**config.mk**
```make
export PLATFORM = sky130hd
export DESIGN_NAME = spi_gyro_serf
export DESIGN_NICKNAME = d
export VERILOG_FILES = /design/src/rtl/gyro_pkg.sv /design/src/rtl/spi_sync.sv /design/src/rtl/spi_gyro_serf.sv
export SDC_FILE = /design/constraint.sdc
export NUM_CORES = 1
export LEC_CHECK = 0
export CORE_ASPECT_RATIO = 0.7
export CORE_MARGIN = 2
export CORE_UTILIZATION = 65
export CTS_CLUSTER_SIZE = 10
export DETAILED_ROUTE_END_ITERATION = 12
export DONT_BUFFER_PORTS = 1
export PLACE_DENSITY = 0.81
export SYNTH_ARGS = -nofsm -noshare
export SYNTH_HDL_FRONTEND = slang
export SYNTH_SLANG_ARGS = --single-unit
```
**constraint.sdc**
```tcl
create_clock -name clk -period 3.8 [get_ports clk]
set_input_delay 0.76 -clock clk [delete_from_list [all_inputs] [get_ports clk]]
set_output_delay 0.76 -clock clk [all_outputs]
set_load 0.01 [all_outputs]
```
**src/rtl/gyro_pkg.sv**
```systemverilog
// Shared definitions for the SPI gyro register slave: register addresses,
// frame layout and the frame FSM state type.
package gyro_pkg;

  localparam logic [6:0] ADDR_INT1_CTRL = 7'h0D;
  localparam logic [6:0] ADDR_WHO_AM_I  = 7'h0F;
  localparam logic [6:0] ADDR_CTRL2_G   = 7'h11;
  localparam logic [6:0] ADDR_CTRL5     = 7'h14;
  localparam logic [6:0] ADDR_YAW_L     = 7'h26;
  localparam logic [6:0] ADDR_YAW_H     = 7'h27;

  localparam int         RW_BIT      = 15;
  localparam logic [4:0] FRAME_BITS  = 5'd16;
  localparam logic [4:0] CMD_BITS    = 5'd8;

  typedef enum logic {
    ST_IDLE  = 1'b0,
    ST_SHIFT = 1'b1
  } gyro_state_e;

endpackage

```
**src/rtl/spi_sync.sv**
```systemverilog
// Two-flop synchronizer for one asynchronous serial input; RST_VAL is the
// idle level the line is assumed to sit at while in reset.
module spi_sync #(
  parameter logic RST_VAL = 1'b0
) (
  input  logic i_clk,
  input  logic i_rst_n,
  input  logic i_d,
  output logic o_q
);

  logic r_meta;
  logic r_sync;

  always_ff @(posedge i_clk or negedge i_rst_n) begin
    if (!i_rst_n) begin
      r_meta <= RST_VAL;
      r_sync <= RST_VAL;
    end else begin
      r_meta <= i_d;
      r_sync <= r_meta;
    end
  end

  assign o_q = r_sync;

endmodule

```
**src/rtl/spi_gyro_serf.sv**
```systemverilog
// SPI (mode 3) register slave modelling a yaw gyro: 16-bit R/W frames,
// a small register map, yaw sample capture and a data-ready interrupt.
module spi_gyro_serf
  import gyro_pkg::*;
#(
  parameter logic [7:0] INT_EN_VAL = 8'h02,
  parameter logic [7:0] WHO_AM_I   = 8'h6A
) (
  input  logic        clk,
  input  logic        rst_n,
  input  logic        SS_n,
  input  logic        SCLK,
  input  logic        MOSI,
  output logic        MISO,
  output logic        INT,
  input  logic [15:0] yaw_smpl,
  input  logic        smpl_vld,
  output gyro_state_e o_dbg_state
);

  logic        w_ss_s, w_sclk_s, w_mosi_s;
  logic        r_ss_d, r_sclk_d;
  logic [1:0]  r_ss_hi_cnt;
  gyro_state_e r_state, w_state_nxt;
  logic [4:0]  r_cnt;
  logic [15:0] r_rx;
  logic [7:0]  r_tx;
  logic [7:0]  r_int1_ctrl, r_ctrl2_g, r_ctrl5, r_yaw_l, r_yaw_h;
  logic        r_int;
  logic        r_smpl_since_snap;

  spi_sync #(.RST_VAL(1'b1)) u_sync_ss   (.i_clk(clk), .i_rst_n(rst_n), .i_d(SS_n), .o_q(w_ss_s));
  spi_sync #(.RST_VAL(1'b1)) u_sync_sclk (.i_clk(clk), .i_rst_n(rst_n), .i_d(SCLK), .o_q(w_sclk_s));
  spi_sync #(.RST_VAL(1'b0)) u_sync_mosi (.i_clk(clk), .i_rst_n(rst_n), .i_d(MOSI), .o_q(w_mosi_s));

  // A fall only starts a frame once SS_n has been seen high for a few clocks,
  // so a line still held low across reset release cannot open a half frame.
  logic w_ss_fall, w_ss_rise, w_rise, w_fall;
  assign w_ss_fall = r_ss_d & ~w_ss_s & (r_ss_hi_cnt == 2'd3);
  assign w_ss_rise = ~r_ss_d & w_ss_s;
  assign w_rise    = (r_state == ST_SHIFT) & w_sclk_s & ~r_sclk_d;
  assign w_fall    = (r_state == ST_SHIFT) & ~w_sclk_s & r_sclk_d;

  always_ff @(posedge clk or negedge rst_n) begin
    if (!rst_n) begin
      r_ss_d      <= 1'b1;
      r_sclk_d    <= 1'b1;
      r_ss_hi_cnt <= 2'd0;
    end else begin
      r_ss_d   <= w_ss_s;
      r_sclk_d <= w_sclk_s;
      if (!w_ss_s)                  r_ss_hi_cnt <= 2'd0;
      else if (r_ss_hi_cnt != 2'd3) r_ss_hi_cnt <= r_ss_hi_cnt + 2'd1;
    end
  end

  always_ff @(posedge clk or negedge rst_n) begin
    if (!rst_n) r_state <= ST_IDLE;
    else        r_state <= w_state_nxt;
  end

  always_comb begin
    w_state_nxt = r_state;
    case (r_state)
      ST_IDLE:  if (w_ss_fall) w_state_nxt = ST_SHIFT;
      ST_SHIFT: if (w_ss_rise) w_state_nxt = ST_IDLE;
      default:  w_state_nxt = ST_IDLE;
    endcase
  end

  logic [15:0] w_rx_nxt;
  logic        w_cmd_done;
  logic [7:0]  w_rd_val;
  assign w_rx_nxt   = {r_rx[14:0], w_mosi_s};
  assign w_cmd_done = w_rise & (r_cnt == CMD_BITS - 5'd1);

  always_comb begin
    w_rd_val = 8'h00;
    case (w_rx_nxt[6:0])
      ADDR_INT1_CTRL: w_rd_val = r_int1_ctrl;
      ADDR_WHO_AM_I:  w_rd_val = WHO_AM_I;
      ADDR_CTRL2_G:   w_rd_val = r_ctrl2_g;
      ADDR_CTRL5:     w_rd_val = r_ctrl5;
      ADDR_YAW_L:     w_rd_val = r_yaw_l;
      ADDR_YAW_H:     w_rd_val = r_yaw_h;
      default:        w_rd_val = 8'h00;
    endcase
  end

  always_ff @(posedge clk or negedge rst_n) begin
    if (!rst_n) begin
      r_cnt <= 5'd0;
      r_rx  <= 16'h0000;
      r_tx  <= 8'h00;
    end else begin
      if (w_ss_fall)                        r_cnt <= 5'd0;
      else if (w_rise && r_cnt != FRAME_BITS) r_cnt <= r_cnt + 5'd1;
      if (w_rise) r_rx <= w_rx_nxt;
      if (w_cmd_done)                     r_tx <= w_rx_nxt[7] ? w_rd_val : 8'h00;
      else if (w_fall && r_cnt >= CMD_BITS) r_tx <= {r_tx[6:0], 1'b0};
    end
  end

  logic       w_frame_ok, w_wr;
  logic [6:0] w_addr;
  logic [7:0] w_wdata;
  assign w_frame_ok = w_ss_rise & (r_state == ST_SHIFT) & (r_cnt == FRAME_BITS);
  assign w_wr       = w_frame_ok & ~r_rx[RW_BIT];
  assign w_addr     = r_rx[14:8];
  assign w_wdata    = r_rx[7:0];

  always_ff @(posedge clk or negedge rst_n) begin
    if (!rst_n) begin
      r_int1_ctrl <= 8'h00;
      r_ctrl2_g   <= 8'h00;
      r_ctrl5     <= 8'h00;
      r_yaw_l     <= 8'h00;
      r_yaw_h     <= 8'h00;
    end else begin
      if (w_wr) begin
        case (w_addr)
          ADDR_INT1_CTRL: r_int1_ctrl <= w_wdata;
          ADDR_CTRL2_G:   r_ctrl2_g   <= w_wdata;
          ADDR_CTRL5:     r_ctrl5     <= w_wdata;
          default: ;
        endcase
      end
      if (smpl_vld) begin
        r_yaw_l <= yaw_smpl[7:0];
        r_yaw_h <= yaw_smpl[15:8];
      end
    end
  end

  // A sample landing after the yawH snapshot was not delivered by that read,
  // so the end of the read must not clear its interrupt.
  logic w_int_set, w_int_clr;
  assign w_int_set = smpl_vld & (r_int1_ctrl == INT_EN_VAL);
  assign w_int_clr = (w_frame_ok & r_rx[RW_BIT] & (w_addr == ADDR_YAW_H) & ~r_smpl_since_snap)
                   | (w_wr & (w_addr == ADDR_INT1_CTRL) & (w_wdata != INT_EN_VAL));

  always_ff @(posedge clk or negedge rst_n) begin
    if (!rst_n) begin
      r_int             <= 1'b0;
      r_smpl_since_snap <= 1'b0;
    end else begin
      if (w_int_set)      r_int <= 1'b1;
      else if (w_int_clr) r_int <= 1'b0;
      if (w_int_set)       r_smpl_since_snap <= 1'b1;
      else if (w_cmd_done) r_smpl_since_snap <= 1'b0;
    end
  end

  assign MISO        = (r_state == ST_SHIFT && r_cnt >= CMD_BITS) ? r_tx[7] : 1'b0;
  assign INT         = r_int;
  assign o_dbg_state = r_state;

endmodule
```
* Word level (Yosys, flattened, before mapping)
Cells that the tools add are included.
** Cells by class
- $add $sub $neg :: 2
- Reduce and logical (&&, ||, !) cells :: 10
- Divide/modulo/power cells :: 0
- Mux-type cells :: 16
- Shift operators :: 0
- Equality and inequality tests :: 18
- Magnitude comparators :: 1
- Multiply operators :: 0
- Bitwise operators :: 25
** Operators by type and width (number)
- 8-bit case mux with 6 select lines :: 1
- 7-bit by 5-bit == test with 1-bit output (second input constant) :: 4
- 8-bit two-way mux :: 3
- 7-bit by 4-bit == test with 1-bit output (second input constant) :: 3
- 7-bit by 6-bit == test with 1-bit output (second input constant) :: 3
- 1-bit AND :: 17
- 5-bit two-way mux :: 2
- 8-bit by 2-bit == test with 1-bit output (second input constant) :: 1
- 8-bit by 2-bit inequality test with 1-bit output (second input constant) :: 1
- 2-bit nonzero test :: 4
- 1-bit two-way mux :: 7
- 1-bit NOT :: 7
- 2-bit AND reduction :: 3
- 5-bit by 1-bit adder with 5-bit output (second input constant) :: 1
- 5-bit by 3-bit == test with 1-bit output (second input constant) :: 1
- 5-bit == test (second input constant) :: 1
- 5-bit by 4-bit >= comparator with 1-bit output (second input constant) :: 1
- 5-bit inequality test (second input constant) :: 1
- 2-bit two-way mux :: 2
- 2-bit inequality test (second input constant) :: 2
- 1-bit logical AND :: 3
- 2-bit by 1-bit adder with 2-bit output (second input constant) :: 1
- 2-bit == test (second input constant) :: 1
- 1-bit case mux with 2 select lines :: 1
- 1-bit bitwise OR :: 1
** Word-level totals
- Register bits after elaboration :: 82
- Memories :: 0
- Word-level logic and storage cells :: 92
- Input port bits :: 22
- Memory bits (writable) :: 0
- Output and inout port bits :: 3
- Bits in latches :: 0
- Memory bits (read-only) :: 0

* Logic depth before layout (Yosys ltp)
- Depth in word-level cells :: 10
- Mapped depth :: 7
- Depth with buffers taken out :: 7

* Hierarchy
A second synthesis with hierarchy kept.
** Second synthesis, totals
- Cell total of the unflattened synthesis :: 325
- Area, all modules :: 3866.2 µm²
** By module, submodules not included
- spi_gyro_serf :: sequential area each 1904.3 µm², cells an instance 319, area an instance 3711.1 µm², times used 1
- spi_sync (u_sync_sclk ...) :: sequential area each 52.6 µm², cells an instance 2, area an instance 52.6 µm², times used 2
- spi_sync (u_sync_mosi) :: sequential area each 50.0 µm², cells an instance 2, area an instance 50.0 µm², times used 1

* Worst setup path after synthesis
OpenSTA, ideal clock, no wires.
- Kind :: register to register
- Start :: register r_cnt[0]
- End :: register r_ctrl5[0]
- Clock period less this slack :: 1940 ps
- Setup slack :: 1860 ps
- Data required time :: 3675 ps
- Cell stages (with the launch flop) :: 7
- Arrival time :: 1816 ps
- Buffers on the path :: 0
- Setup time :: 125 ps
- Path through :: dfrtp_1 > inv_1 > ha_1 > and4bb_2 > nand4_2 > nor4b_4 > mux2_2
** On the way
- Cells in the longest elaborated chain, start to end :: 4
** Ends and longest elaborated chain
- from (decl) :: RTL line spi_gyro_serf.sv:25 : logic [4:0] r_cnt;
- from (signal assigned) :: RTL line spi_gyro_serf.sv:97 : else if (w_rise && r_cnt != FRAME_BITS) r_cnt <= r_cnt + 5'd1;
- 5-bit == test :: RTL line spi_gyro_serf.sv:107 : assign w_frame_ok = w_ss_rise & (r_state == ST_SHIFT) & (r_cnt == FRAME_BITS);
- 1-bit AND :: RTL line spi_gyro_serf.sv:107
- 1-bit AND :: RTL line spi_gyro_serf.sv:108 : assign w_wr = w_frame_ok & ~r_rx[RW_BIT];
- 2-bit AND reduction (no source line)
- to (signal assigned) :: RTL line spi_gyro_serf.sv:124 : ADDR_CTRL5: r_ctrl5 <= w_wdata;
- to (decl) :: RTL line spi_gyro_serf.sv:28 : logic [7:0] r_int1_ctrl, r_ctrl2_g, r_ctrl5, r_yaw_l, r_yaw_h;
No other way between the ends.
A chain may end at the register's enable or synchronous reset.

* Worst setup path after layout
- Start :: register r_rx[1]
- End :: register r_tx[2]
** On the way
- Cells in the longest elaborated chain, start to end :: 4
- Elaborated cells on any way between the ends :: 9
- Classes of those cells :: eq/ne (6); mux (3)
** Ends and longest elaborated chain
- from (decl) :: RTL line spi_gyro_serf.sv:26 : logic [15:0] r_rx;
- from (signal assigned) :: RTL line spi_gyro_serf.sv:98 : if (w_rise) r_rx <= w_rx_nxt;
- 7-bit by 6-bit == test with 1-bit output (tied with other cells) :: RTL line spi_gyro_serf.sv:79 : case (w_rx_nxt[6:0])
- 8-bit case mux with 6 select lines (*) :: RTL line spi_gyro_serf.sv:79
- 8-bit two-way mux (*) (2 in a row) :: RTL line spi_gyro_serf.sv:99 : if (w_cmd_done) r_tx <= w_rx_nxt[7] ? w_rd_val : 8'h00;
- to (signal assigned) :: RTL line spi_gyro_serf.sv:99
- to (signal assigned) :: RTL line spi_gyro_serf.sv:100 : else if (w_fall && r_cnt >= CMD_BITS) r_tx <= {r_tx[6:0], 1'b0};
- to (decl) :: RTL line spi_gyro_serf.sv:27 : logic [7:0] r_tx;
Mark *: on every way between the ends. The rest lies on a longest branch, timed or not.

==> impl_metrics.yaml <==
status:
  status: "completed"
clocking:
  cts_buffers: 9
  clock_path_buffers: 2
  htree_levels: 3
  hold_buffers: 0
  cts_resized: 0
  root_buffer: "clkbuf_8"
  cts_num_sinks: 82
  cts_tree: "built"
  post-cts-setup-buffers: 0
  path_clk_slew_ps: 80
  clk_latency_ps: 370
yosys:
  synth_fp_nets: 352
  syn_inst: 327
  yosysWarnings: 0
  syn_area_sq_mm: 0.00373
  ys_ff_latch: 82
  synth_edf_count: 0
  ys_types: 43
  synth.avg_cell_area_sq_um: 11.4
  ys.flop_type: "dfrtp_1"
  async_reset_ff_share_pct: 100
  seq_area_frac_synth_pct: 55.2
worst_setup_path:
  required_ps: 4080
  worstPathArrival_ps: 2520
  r2r-end: "r_tx[2]"
  cp_max_fo: 13
  r2r-start: "r_rx[1]"
  cp-start-kind: "flip-flop"
  end_kind: "flip-flop"
  worst-r2r-cell-count: 5
  crit_type: "reg2reg"
  rrSetupSlack_ps: 1570
placed_design:
  place_congestion: 0.895
  port_buffers: 0
  place_area_sq_mm: 0.00377
  dp_hpwl_um: 5020
  place_inst: 386
min_path:
  hold_path_class: "in2async"
power:
  p_int_mw: 1.28
  total_leakage_power_nw: 1.79
  switching_share_pct: 25.6
  p_sw_mw: 0.441
  ir_drop_uv: 279
  power_frac_comb_pct: 6.3
  seq_power_share_pct: 56.6
  pwr-share-clk_pct: 37.1
  p_per_area_mw_per_mm2: 434
global_routing:
  grt_max_degree: 83
  grt.overflow.total: 0
  grt_use_total_pct: 25.6
  grt_pass1_vias: 2315
  grt_pass1_wl_um: 11900
  antenna_found_initial: 0
job:
  cap_violations: 0
layout:
  area_growth_pct: 6.37
  diodes: 0
  seq_area_sq_mm: 0.00206
  post-route-cell-area_sq_mm: 0.00397
  final_common_cell: "dfrtp_1"
  fill_cells: 414
  multi_input_comb_area_sq_mm: 0.00159
  final_cell_mix: "76 x dfrtp_1, 55 x nand2_1, 38 x mux2_2"
  fin_nets: 347
  fin_cells: 402
  utilization_pct: 70.4
  drive_above_1_share_pct: 20.5
timing:
  final.setup.tns_ps: 0
  worst_pin_slew_ps: 815
  fin_skew_ps: 7.20
  slew_viol_final: 0
  fmax_mhz: 448
  hold_viol_final: 0
  post-route-min-period_ps: 2230
  maxSlewHeadroom_pct: 45.3
  rsz0062_at_grt: "no"
  finalSetupViolations: 0
  timing.final.crit_share_pct: 58.7
floorplan:
  core_sq_mm: 0.00564
  pin_count: 25
  fp-row-count: 23
  initial_core_util_pct: 66.2
  die_h_um: 67.4
  fp.dieW_um: 94.6
  die-area_sq_mm: 0.00638
detailed_routing:
  viasPerCell: 6.18
  drt-initial-drc-count: 196
  dr.pass1.iters: 5
  drt-wirelength-per-cell_um: 18.1
  post-route-drc-count: 0
  final_antenna_net_count: 0
  dr_total_vias: 2483
  routed_wl_um: 7290
==> kinds of logic after synthesis <==
group                    Yosys count  synth area share [%]
buffers and inverters             23                  2.38
flip-flops                        82                  55.2
AO/OA/AOI/OAI                     45                  7.81
multiplexers                      53                  15.5
AND/OR/NAND/NOR                  116                  17.0
XOR/XNOR                           5                  1.17
adder cells (fa/ha/maj)            3                  1.01
==> power by group through the flow <==
stage / logic [mW] / clock network [mW] / registers (mW)
floorplan: 0.112 / 0 / 0.959
detailed placement: 0.111 / 0 / 0.990
global placement: 0.103 / 0 / 0.988
CTS: 0.110 / 0.651 / 0.974
global route: 0.124 / 0.691 / 0.984
finish: 0.109 / 0.639 / 0.975
==> synth_stat cells, types with 2 or more instances <==
cell      count  share of area (%)
or3_1         2               0.34
clkbuf_1     12                1.2
o32a_1        2               0.54
nor3b_1       2               0.40
mux2i_1      14                3.8
and4bb_2      2               0.67
nor4b_1       2               0.47
xnor2_1       2               0.47
dfrtp_1      76                 51
nor4bb_1      3               0.80
a31oi_1       2               0.34
xor2_1        3               0.70
nand4_1       6                1.0
a311oi_1      2               0.47
nor2b_1       6                1.0
o21ai_0      14                1.9
nor2_1       19                1.9
and2_1        2               0.34
nand2_1      55                5.5
a211oi_1      4               0.80
nand3_1       2               0.27
and3b_1       2               0.47
and4b_1       2               0.54
a22oi_1       5                1.0
o21a_1        2               0.40
o22ai_1       5               0.84
buf_1         3               0.30
a22o_1        2               0.47
dfstp_2       6                4.2
a21oi_1       6               0.80
nand4_2       2               0.67
nor3_1        4               0.54
nor4b_4       2                1.3
inv_1         6               0.60
ha_1          3                1.0
mux2_2       38                 11
==> stage by stage <==
stage	hold WS (ps)	total power [mW]	worst slack, ps
floorplan	331	1.07	1860
global placement	334	1.09	1680
detailed placement	336	1.10	1600
CTS	66.9	1.74	1590
global route	56.9	1.80	1430
finish	82.0	1.72	1570
==> cell type report <==
| cell class | instances | share of cell area, % |
|---|---|---|
| flip-flops and latches | 82 | 51.9 |
| multi-input cells | 222 | 39.9 |
| clock buffers | 9 | 3.12 |
| well taps | 75 | 2.36 |
| clock inverters | 7 | 1.98 |
| inverters | 6 | 0.567 |
| repair buffers | 1 | 0.189 |
==> how the worst max path moves through the flow <==
stage	slack (ps)	end	from	cells after the start
final	1570	r_tx[2]	r_rx[1]	5
after global routing	1430	r_tx[0]	u_sync_sclk.o_q	5
after CTS	1590	r_ctrl2_g[6]	r_cnt[0]	6
after detailed placement	1600	r_ctrl2_g[6]	r_cnt[0]	6
after global placement	1680	r_ctrl2_g[3]	r_cnt[0]	6
after floorplan	1860	r_ctrl5[0]	r_cnt[0]	6
==> registers in the layout, summed over array words and instances (netlist names) <==
register            flops
r_int1_ctrl             8
r_rx                   16
INT                     1
r_ctrl5                 8
u_sync_ss.o_q           1
r_smpl_since_snap       1
r_tx                    8
u_sync_sclk.r_meta      1
r_ss_d                  1
r_yaw_h                 8
r_yaw_l                 8
u_sync_sclk.o_q         1
o_dbg_state             1
u_sync_ss.r_meta        1
u_sync_mosi.o_q         1
r_sclk_d                1
r_ss_hi_cnt             2
u_sync_mosi.r_meta      1
r_ctrl2_g               8
r_cnt                   5
==> critical path: stages, from the launching register on <==
cell      delay (ps)
dfrtp_1          540
nor3b_1          730
o21ai_0          260
a211oi_1         320
nor2_1           120
o22ai_1          180
==> routing by layer <==
| layer | GRT usage [%] | vias to the layer above | part of all wire (%) |
|---|---|---|---|
| met5 | 0 | - | 0 |
| met4 | 6.88 | 0 | 1.2 |
| met3 | 8.82 | 14 | 6.8 |
| met2 | 35.5 | 70 | 44 |
| met1 | 38.7 | 1240 | 48 |
| li1 | - | 1159 | - |
Power figures use the tool's default switching activity.
